### src/rtl/ex_div_ctrl_pkg.sv
// Shared definitions for the EX-stage divide controller: funct3 codes,
// bus widths and the controller state encoding.
package ex_div_ctrl_pkg;

   localparam int unsigned RegBusW     = 32;
   localparam int unsigned RegAddrBusW = 5;
   localparam int unsigned Funct3W     = 3;

   localparam logic [RegBusW-1:0]     ZeroWord = '0;
   localparam logic [RegAddrBusW-1:0] ZeroAddr = '0;

   localparam logic [Funct3W-1:0] INST_DIV  = 3'b100;
   localparam logic [Funct3W-1:0] INST_DIVU = 3'b101;
   localparam logic [Funct3W-1:0] INST_REM  = 3'b110;
   localparam logic [Funct3W-1:0] INST_REMU = 3'b111;

   typedef enum logic [3:0] {
      S_IDLE  = 4'b0001,
      S_BUSY  = 4'b0010,
      S_DONE  = 4'b0100,
      S_DRAIN = 4'b1000
   } div_state_e;

endpackage

### src/rtl/ex_div_ctrl_cache.sv
// One-entry last-result cache: tag (dividend, divisor, op) plus result,
// with a combinational hit against the current EX operands.
module div_result_cache
   import ex_div_ctrl_pkg::*;
#(
   parameter bit          CACHE_EN = 1'b1,
   parameter int unsigned XLEN     = 32
) (
   input  logic               clk,
   input  logic               rst,
   input  logic [XLEN-1:0]    lookup_a_i,
   input  logic [XLEN-1:0]    lookup_b_i,
   input  logic [Funct3W-1:0] lookup_op_i,
   input  logic               upd_i,
   input  logic [XLEN-1:0]    upd_a_i,
   input  logic [XLEN-1:0]    upd_b_i,
   input  logic [Funct3W-1:0] upd_op_i,
   input  logic [XLEN-1:0]    upd_data_i,
   output logic               hit_o,
   output logic [XLEN-1:0]    data_o
);

   logic               valid_q, valid_d;
   logic [XLEN-1:0]    a_q, a_d;
   logic [XLEN-1:0]    b_q, b_d;
   logic [Funct3W-1:0] op_q, op_d;
   logic [XLEN-1:0]    data_q, data_d;

   always_comb begin
      valid_d = valid_q;
      a_d     = a_q;
      b_d     = b_q;
      op_d    = op_q;
      data_d  = data_q;
      if (upd_i) begin
         valid_d = 1'b1;
         a_d     = upd_a_i;
         b_d     = upd_b_i;
         op_d    = upd_op_i;
         data_d  = upd_data_i;
      end
   end

   always_ff @(posedge clk) begin
      if (rst) begin
         valid_q <= 1'b0;
         a_q     <= '0;
         b_q     <= '0;
         op_q    <= '0;
         data_q  <= '0;
      end else begin
         valid_q <= valid_d;
         a_q     <= a_d;
         b_q     <= b_d;
         op_q    <= op_d;
         data_q  <= data_d;
      end
   end

   assign hit_o  = CACHE_EN & valid_q & (lookup_a_i == a_q) &
                   (lookup_b_i == b_q) & (lookup_op_i == op_q);
   assign data_o = data_q;

endmodule

### src/rtl/ex_div_ctrl.sv
// EX-stage divide controller: launches the iterative divider, holds the
// pipeline while it runs, and issues a single-cycle write-back.
module ex_div_ctrl
   import ex_div_ctrl_pkg::*;
#(
   parameter bit          CACHE_EN = 1'b1,
   parameter int unsigned XLEN     = 32
) (
   input  logic                   clk,
   input  logic                   rst,
   input  logic                   inst_valid_i,
   input  logic                   is_div_i,
   input  logic [Funct3W-1:0]     div_op_i,
   input  logic [XLEN-1:0]        rs1_data_i,
   input  logic [XLEN-1:0]        rs2_data_i,
   input  logic [RegAddrBusW-1:0] rd_addr_i,
   input  logic                   flush_i,
   output logic                   div_start_o,
   output logic [XLEN-1:0]        div_dividend_o,
   output logic [XLEN-1:0]        div_divisor_o,
   output logic [Funct3W-1:0]     div_op_o,
   output logic [RegAddrBusW-1:0] div_waddr_o,
   input  logic [XLEN-1:0]        div_result_i,
   input  logic                   div_ready_i,
   input  logic                   div_busy_i,
   output logic                   hold_o,
   output logic                   wb_we_o,
   output logic [RegAddrBusW-1:0] wb_waddr_o,
   output logic [XLEN-1:0]        wb_wdata_o
);

   div_state_e             state_q, state_d;
   logic [XLEN-1:0]        dividend_q, dividend_d;
   logic [XLEN-1:0]        divisor_q, divisor_d;
   logic [Funct3W-1:0]     op_q, op_d;
   logic [RegAddrBusW-1:0] div_waddr_q, div_waddr_d;
   logic [RegAddrBusW-1:0] wb_waddr_q, wb_waddr_d;
   logic [XLEN-1:0]        wb_wdata_q, wb_wdata_d;

   logic                   accept;
   logic                   cache_hit;
   logic                   cache_upd;
   logic [XLEN-1:0]        cache_data;

   div_result_cache #(
      .CACHE_EN (CACHE_EN),
      .XLEN     (XLEN)
   ) u_cache (
      .clk         (clk),
      .rst         (rst),
      .lookup_a_i  (rs1_data_i),
      .lookup_b_i  (rs2_data_i),
      .lookup_op_i (div_op_i),
      .upd_i       (cache_upd),
      .upd_a_i     (dividend_q),
      .upd_b_i     (divisor_q),
      .upd_op_i    (op_q),
      .upd_data_i  (div_result_i),
      .hit_o       (cache_hit),
      .data_o      (cache_data)
   );

   always_comb begin
      state_d     = state_q;
      dividend_d  = dividend_q;
      divisor_d   = divisor_q;
      op_d        = op_q;
      div_waddr_d = div_waddr_q;
      wb_waddr_d  = wb_waddr_q;
      wb_wdata_d  = wb_wdata_q;
      accept      = 1'b0;
      cache_upd   = 1'b0;
      hold_o      = 1'b0;
      div_start_o = 1'b0;
      wb_we_o     = 1'b0;

      unique case (state_q)
         S_IDLE: begin
            accept = inst_valid_i & is_div_i & ~flush_i;
            hold_o = accept;
            if (accept) begin
               if (cache_hit) begin
                  wb_waddr_d = rd_addr_i;
                  wb_wdata_d = cache_data;
                  state_d    = S_DONE;
               end else begin
                  dividend_d  = rs1_data_i;
                  divisor_d   = rs2_data_i;
                  op_d        = div_op_i;
                  div_waddr_d = rd_addr_i;
                  state_d     = S_BUSY;
               end
            end
         end
         S_BUSY: begin
            hold_o = 1'b1;
            // start falls in the ready cycle so the idle divider is not relaunched
            div_start_o = ~div_ready_i & ~flush_i;
            if (flush_i) begin
               state_d = S_DRAIN;
            end else if (div_ready_i) begin
               wb_wdata_d = div_result_i;
               wb_waddr_d = div_waddr_q;
               cache_upd  = 1'b1;
               state_d    = S_DONE;
            end
         end
         S_DONE: begin
            wb_we_o = (wb_waddr_q != ZeroAddr);
            state_d = S_IDLE;
         end
         S_DRAIN: begin
            if (!div_busy_i && !div_ready_i) begin
               state_d = S_IDLE;
            end
         end
         default: state_d = S_IDLE;
      endcase

      // reset is synchronous, so mask the decoded outputs in the reset cycle itself
      if (rst) begin
         hold_o      = 1'b0;
         div_start_o = 1'b0;
         wb_we_o     = 1'b0;
         cache_upd   = 1'b0;
      end
   end

   always_ff @(posedge clk) begin
      if (rst) begin
         state_q     <= S_IDLE;
         dividend_q  <= '0;
         divisor_q   <= '0;
         op_q        <= '0;
         div_waddr_q <= '0;
         wb_waddr_q  <= '0;
         wb_wdata_q  <= '0;
      end else begin
         state_q     <= state_d;
         dividend_q  <= dividend_d;
         divisor_q   <= divisor_d;
         op_q        <= op_d;
         div_waddr_q <= div_waddr_d;
         wb_waddr_q  <= wb_waddr_d;
         wb_wdata_q  <= wb_wdata_d;
      end
   end

   assign div_dividend_o = dividend_q;
   assign div_divisor_o  = divisor_q;
   assign div_op_o       = op_q;
   assign div_waddr_o    = div_waddr_q;
   assign wb_waddr_o     = wb_waddr_q;
   assign wb_wdata_o     = wb_wdata_q;

endmodule

### config.mk
export PLATFORM = sky130hd
export DESIGN_NAME = ex_div_ctrl
export DESIGN_NICKNAME = d
export VERILOG_FILES = /design/src/rtl/ex_div_ctrl_pkg.sv /design/src/rtl/ex_div_ctrl_cache.sv /design/src/rtl/ex_div_ctrl.sv
export SDC_FILE = /design/constraint.sdc
export NUM_CORES = 1
export LEC_CHECK = 0
export CAP_MARGIN = 0
export CORE_MARGIN = 2
export CORE_UTILIZATION = 54
export CTS_CLUSTER_DIAMETER = 30
export CTS_CLUSTER_SIZE = 10
export DETAILED_ROUTE_END_ITERATION = 16
export PLACE_DENSITY = 0.86
export SLEW_MARGIN = 40
export SYNTH_ARGS = -nofsm -noshare
export SYNTH_HDL_FRONTEND = slang
export SYNTH_HIERARCHICAL = 1
export SYNTH_SLANG_ARGS = --single-unit
### constraint.sdc
create_clock -name clk -period 4.67 [get_ports clk]
set_input_delay 1.1675 -clock clk [delete_from_list [all_inputs] [get_ports clk]]
set_output_delay 1.1675 -clock clk [all_outputs]
set_load 0.1 [all_outputs]
==> summary.md <==
| Metric | Value |
|---|---|
| Sw Ratio | `26.0%` |
| Count of input and output buffers | `222` |
| Clk pwr share | `52.4%` |
| Fraction of registers with async set/reset | `0%` |
| Period utilization | `87.9%` |
| EDFF count, synth | `0` |
| Largest net degree at the start of global routing | `110` |
| WL/cell | `16.8 um` |
| Number of global-route vias before repair | `7737` |
| Synth Area in Adders | `0%` |
| Syn nets | `1138` |
| Min Tclk post-route | `4.10 ns` |
| Clock transition at path regs | `0.05 ns` |
| Seq pwr share | `35.7%` |
| Mapped Avg Cell Area | `8.92 um2` |
| Clk_skew | `0.0112 ns` |
| Placed Cells | `1416` |
| Prevailing post-synth register cell | `dfxtp_1` |
| Post-Synthesis Cell Area | `9160 um2` |
| Syn Inst Count | `1027` |
| Row Count | `47` |
| Area added between synthesis and finish | `33.1%` |
| Core ar. | `16600 um2` |
| Count of final setup violators | `0` |
| Crit Path Max Fanout | `6` |
| Global-route track usage on met2 | `45.0%` |
| Avg Vias per Cell | `5.29` |
| Worst Path Buf+Inv | `2` |
| Pwr per Cell Area | `436 nW/um2` |
| Layout cells sized above 1 | `17.0%` |
| DP HPWL | `16.2 mm` |
| Drt drc | `0` |
| Outcome | `completed` |
| Critical Path End Type | `primary output` |
| Commonest cells post-synth | `219 x nand2_1, 213 x dfxtp_1, 104 x a21oi_1, 103 x nor2_1, 99 x mux2i_1` |
| CTS tree | `done` |
| Worst slew pin tran | `0.833 ns` |
| Required time of the critical path | `3.50 ns` |
| Crit Path Class | `input pin to primary output` |
| Slew Limit Fails | `0` |
| CP max-delay cell | `clkdlybuf4s50_1` |
| Final ANT Viol Nets | `0` |
| Clk buf depth | `3` |
| Global Route Usage Sum | `27.1%` |
| Yosys reg bits | `213` |
| Max Freq | `244 MHz` |
| Clock Tree Root | `clkbuf_16` |
| Post-synthesis xor/xnor area fraction | `4.30%` |
| CTS Hold Bufs | `0` |
| Total power | `5320 uW` |
| Leakage | `0.00484 uW` |
| Main combinational cell family by area after synthesis | `simple AND/OR/NAND/NOR gates` |
| Post-place setup slack | `0.432 ns` |
| WL final | `25.0 mm` |
| Hold slack | `0.465 ns` |
| Crit path cell chain | `clkdlybuf4s50_1 > nand3b_1 > or2_1 > a21oi_1 > buf_12` |
| Post-CTS resize count | `0` |
| Full die area | `18000 um2` |
| Logic pwr share | `11.9%` |
| Biggest area consumer among synthesized cells | `dfxtp_1` |
| Worst path max stage delay | `0.53 ns` |
| RSZ-0062 raised after global routing | `no` |
| I/O Pins | `223` |
| Max cap viols | `0` |
| Nets | `1348` |
| DR pass1 iterations | `4` |
| Initial DRC Count | `520` |
| Post-synthesis mux area share | `15.4%` |
| Synth Area in Compound Gates | `8.17%` |
| GR peak layer | `met2` |
| Int Pwr | `3940 uW` |
| Cell Count, Final, Fillers Out | `1486` |
| Cell variety after synth | `49` |
| Worst-Skew Late Latency | `0.50 ns` |
| Met1 usage | `33.5%` |
| Post-synth top area share | `46.6%` |
| Switching power total | `1380 uW` |
| Max VDD drop | `318 uV` |
| Setup_tns | `0 ns` |
| CTS HTree Levels | `2` |
| Number of fill cells | `1243` |
| Initial core utilization | `55.2%` |
| Top-count cell post-synth | `nand2_1` |
| CP Launch Type | `input pin` |
| Die width | `134 um` |
| CTS buffer count | `39` |
| Crit path max-delay family | `buffers and inverters` |
| GP Congestion | `0.869` |
| Met3 Use GR | `7.41%` |
| Total number of yosys warnings | `6` |
| Initial antenna violation count | `2` |
| Critical Path AT | `2.94 ns` |
| Total grt overflow | `0` |
| Worst min path class | `register to register` |
| Sequential share of the synthesized area | `46.6%` |
| Die height | `134 um` |
| Postcts setup bufs | `0` |
| Worst Slack Setup Final | `0.567 ns` |
| Synth Area in Simple Gates | `20.8%` |
| Hold Vio Cnt, Final | `0` |
| Relative slew slack | `44.4%` |
| Via count | `7856` |
| First-pass GRT wire length | `39.2 mm` |
| Clock Sinks | `213` |
| Largest cells by area after synthesis | `dfxtp_1 47%, mux2i_1 11%, nand2_1 9.0%` |
## sequential cells by signal (all words and copies together) (netlist names), 4 cells and up
signal,flops
div_dividend_o,32
div_divisor_o,32
wb_wdata_o,32
state_q,4
div_waddr_o,5
wb_waddr_o,5
u_cache/b_q,32
u_cache/data_o,32
u_cache/a_q,32
## power groups by stage
stage / combinational [uW] / clock [uW] / sequential, uW
after CTS: 634 / 2820 / 1900
after global placement: 654 / 0 / 1930
after detailed placement: 629 / 0 / 1930
final: 634 / 2790 / 1900
after global routing: 668 / 2910 / 1900
after floorplan: 215 / 0 / 2150
## path summary, 6_finish.rpt
kind	start	to	slack (ns)	depth (start not counted)
setup / recovery	flush_i	hold_o	0.57	5
hold / removal	div_dividend_o[0]	div_dividend_o[0]	0.47	2
setup reg to reg	u_cache/b_q[28]	wb_wdata_o[21]	1.75	10
hold reg to reg	div_dividend_o[0]	div_dividend_o[0]	0.47	2
## worst reg2reg max path: cells and delay by family, from the launching register on
family                    cells  cell delay [ns]
DFF                           1             0.32
AOI/OAI and AO/OA             1             0.17
muxes                         1             0.41
xor gates and xnor gates      1             0.16
buffers and inverters         2             0.51
and+or+nand+nor               5             1.26
## through the flow
stage / util, % / area [um2]
after floorplan: - / 9170
after global placement: 68.9 / 11400
after detailed placement: 65.6 / 10900
after CTS: 73.5 / 12200
after global routing: 73.5 / 12200
final: 73.5 / 12200
## metal layers
layer,vias up,routed length (um)
met2,293,11700
met4,2,749
met1,3666,10400
met3,60,2130
li1,3835,-
met5,-,13
## area by class of cell
class                           count  area, um2  share of cell area [%]
Antenna cell                        1       2.50                  0.0205
Clock buffer                       53       1120                    9.17
Clock inverter                     16        196                    1.61
Inverter                           16       60.1                   0.493
Multi-Input combinational cell    733       4480                    36.7
Sequential cell                   213       4260                    35.0
Tap cell                          220        275                    2.26
Timing Repair Buffer              234       1800                    14.8
## placed cells by master (no fill, tap or decap), drive strengths merged, types with 3 or more instances in the layout
master         instances
clkdlybuf4s50        109
buf                  125
clkinvlp               5
nor2b                 50
bufinv                 4
nor2                 103
a21oi                110
nor4                  13
clkbuf                53
nand4                  3
nor3                   6
o2111ai                3
nand2                219
clkinv                 6
mux2                  37
o2bb2ai                3
a2111oi                3
inv                   17
nand2b                11
xor2                  44
dfxtp                213
o22ai                  5
mux2i                 99
## logic make-up after synthesis
group / Yosys count
AOI/OAI and AO/OA: 132
and+or+nand+nor: 420
muxes: 136
DFF: 213
buffers and inverters: 81
xor gates and xnor gates: 45
(Power assumes the default switching activity.)
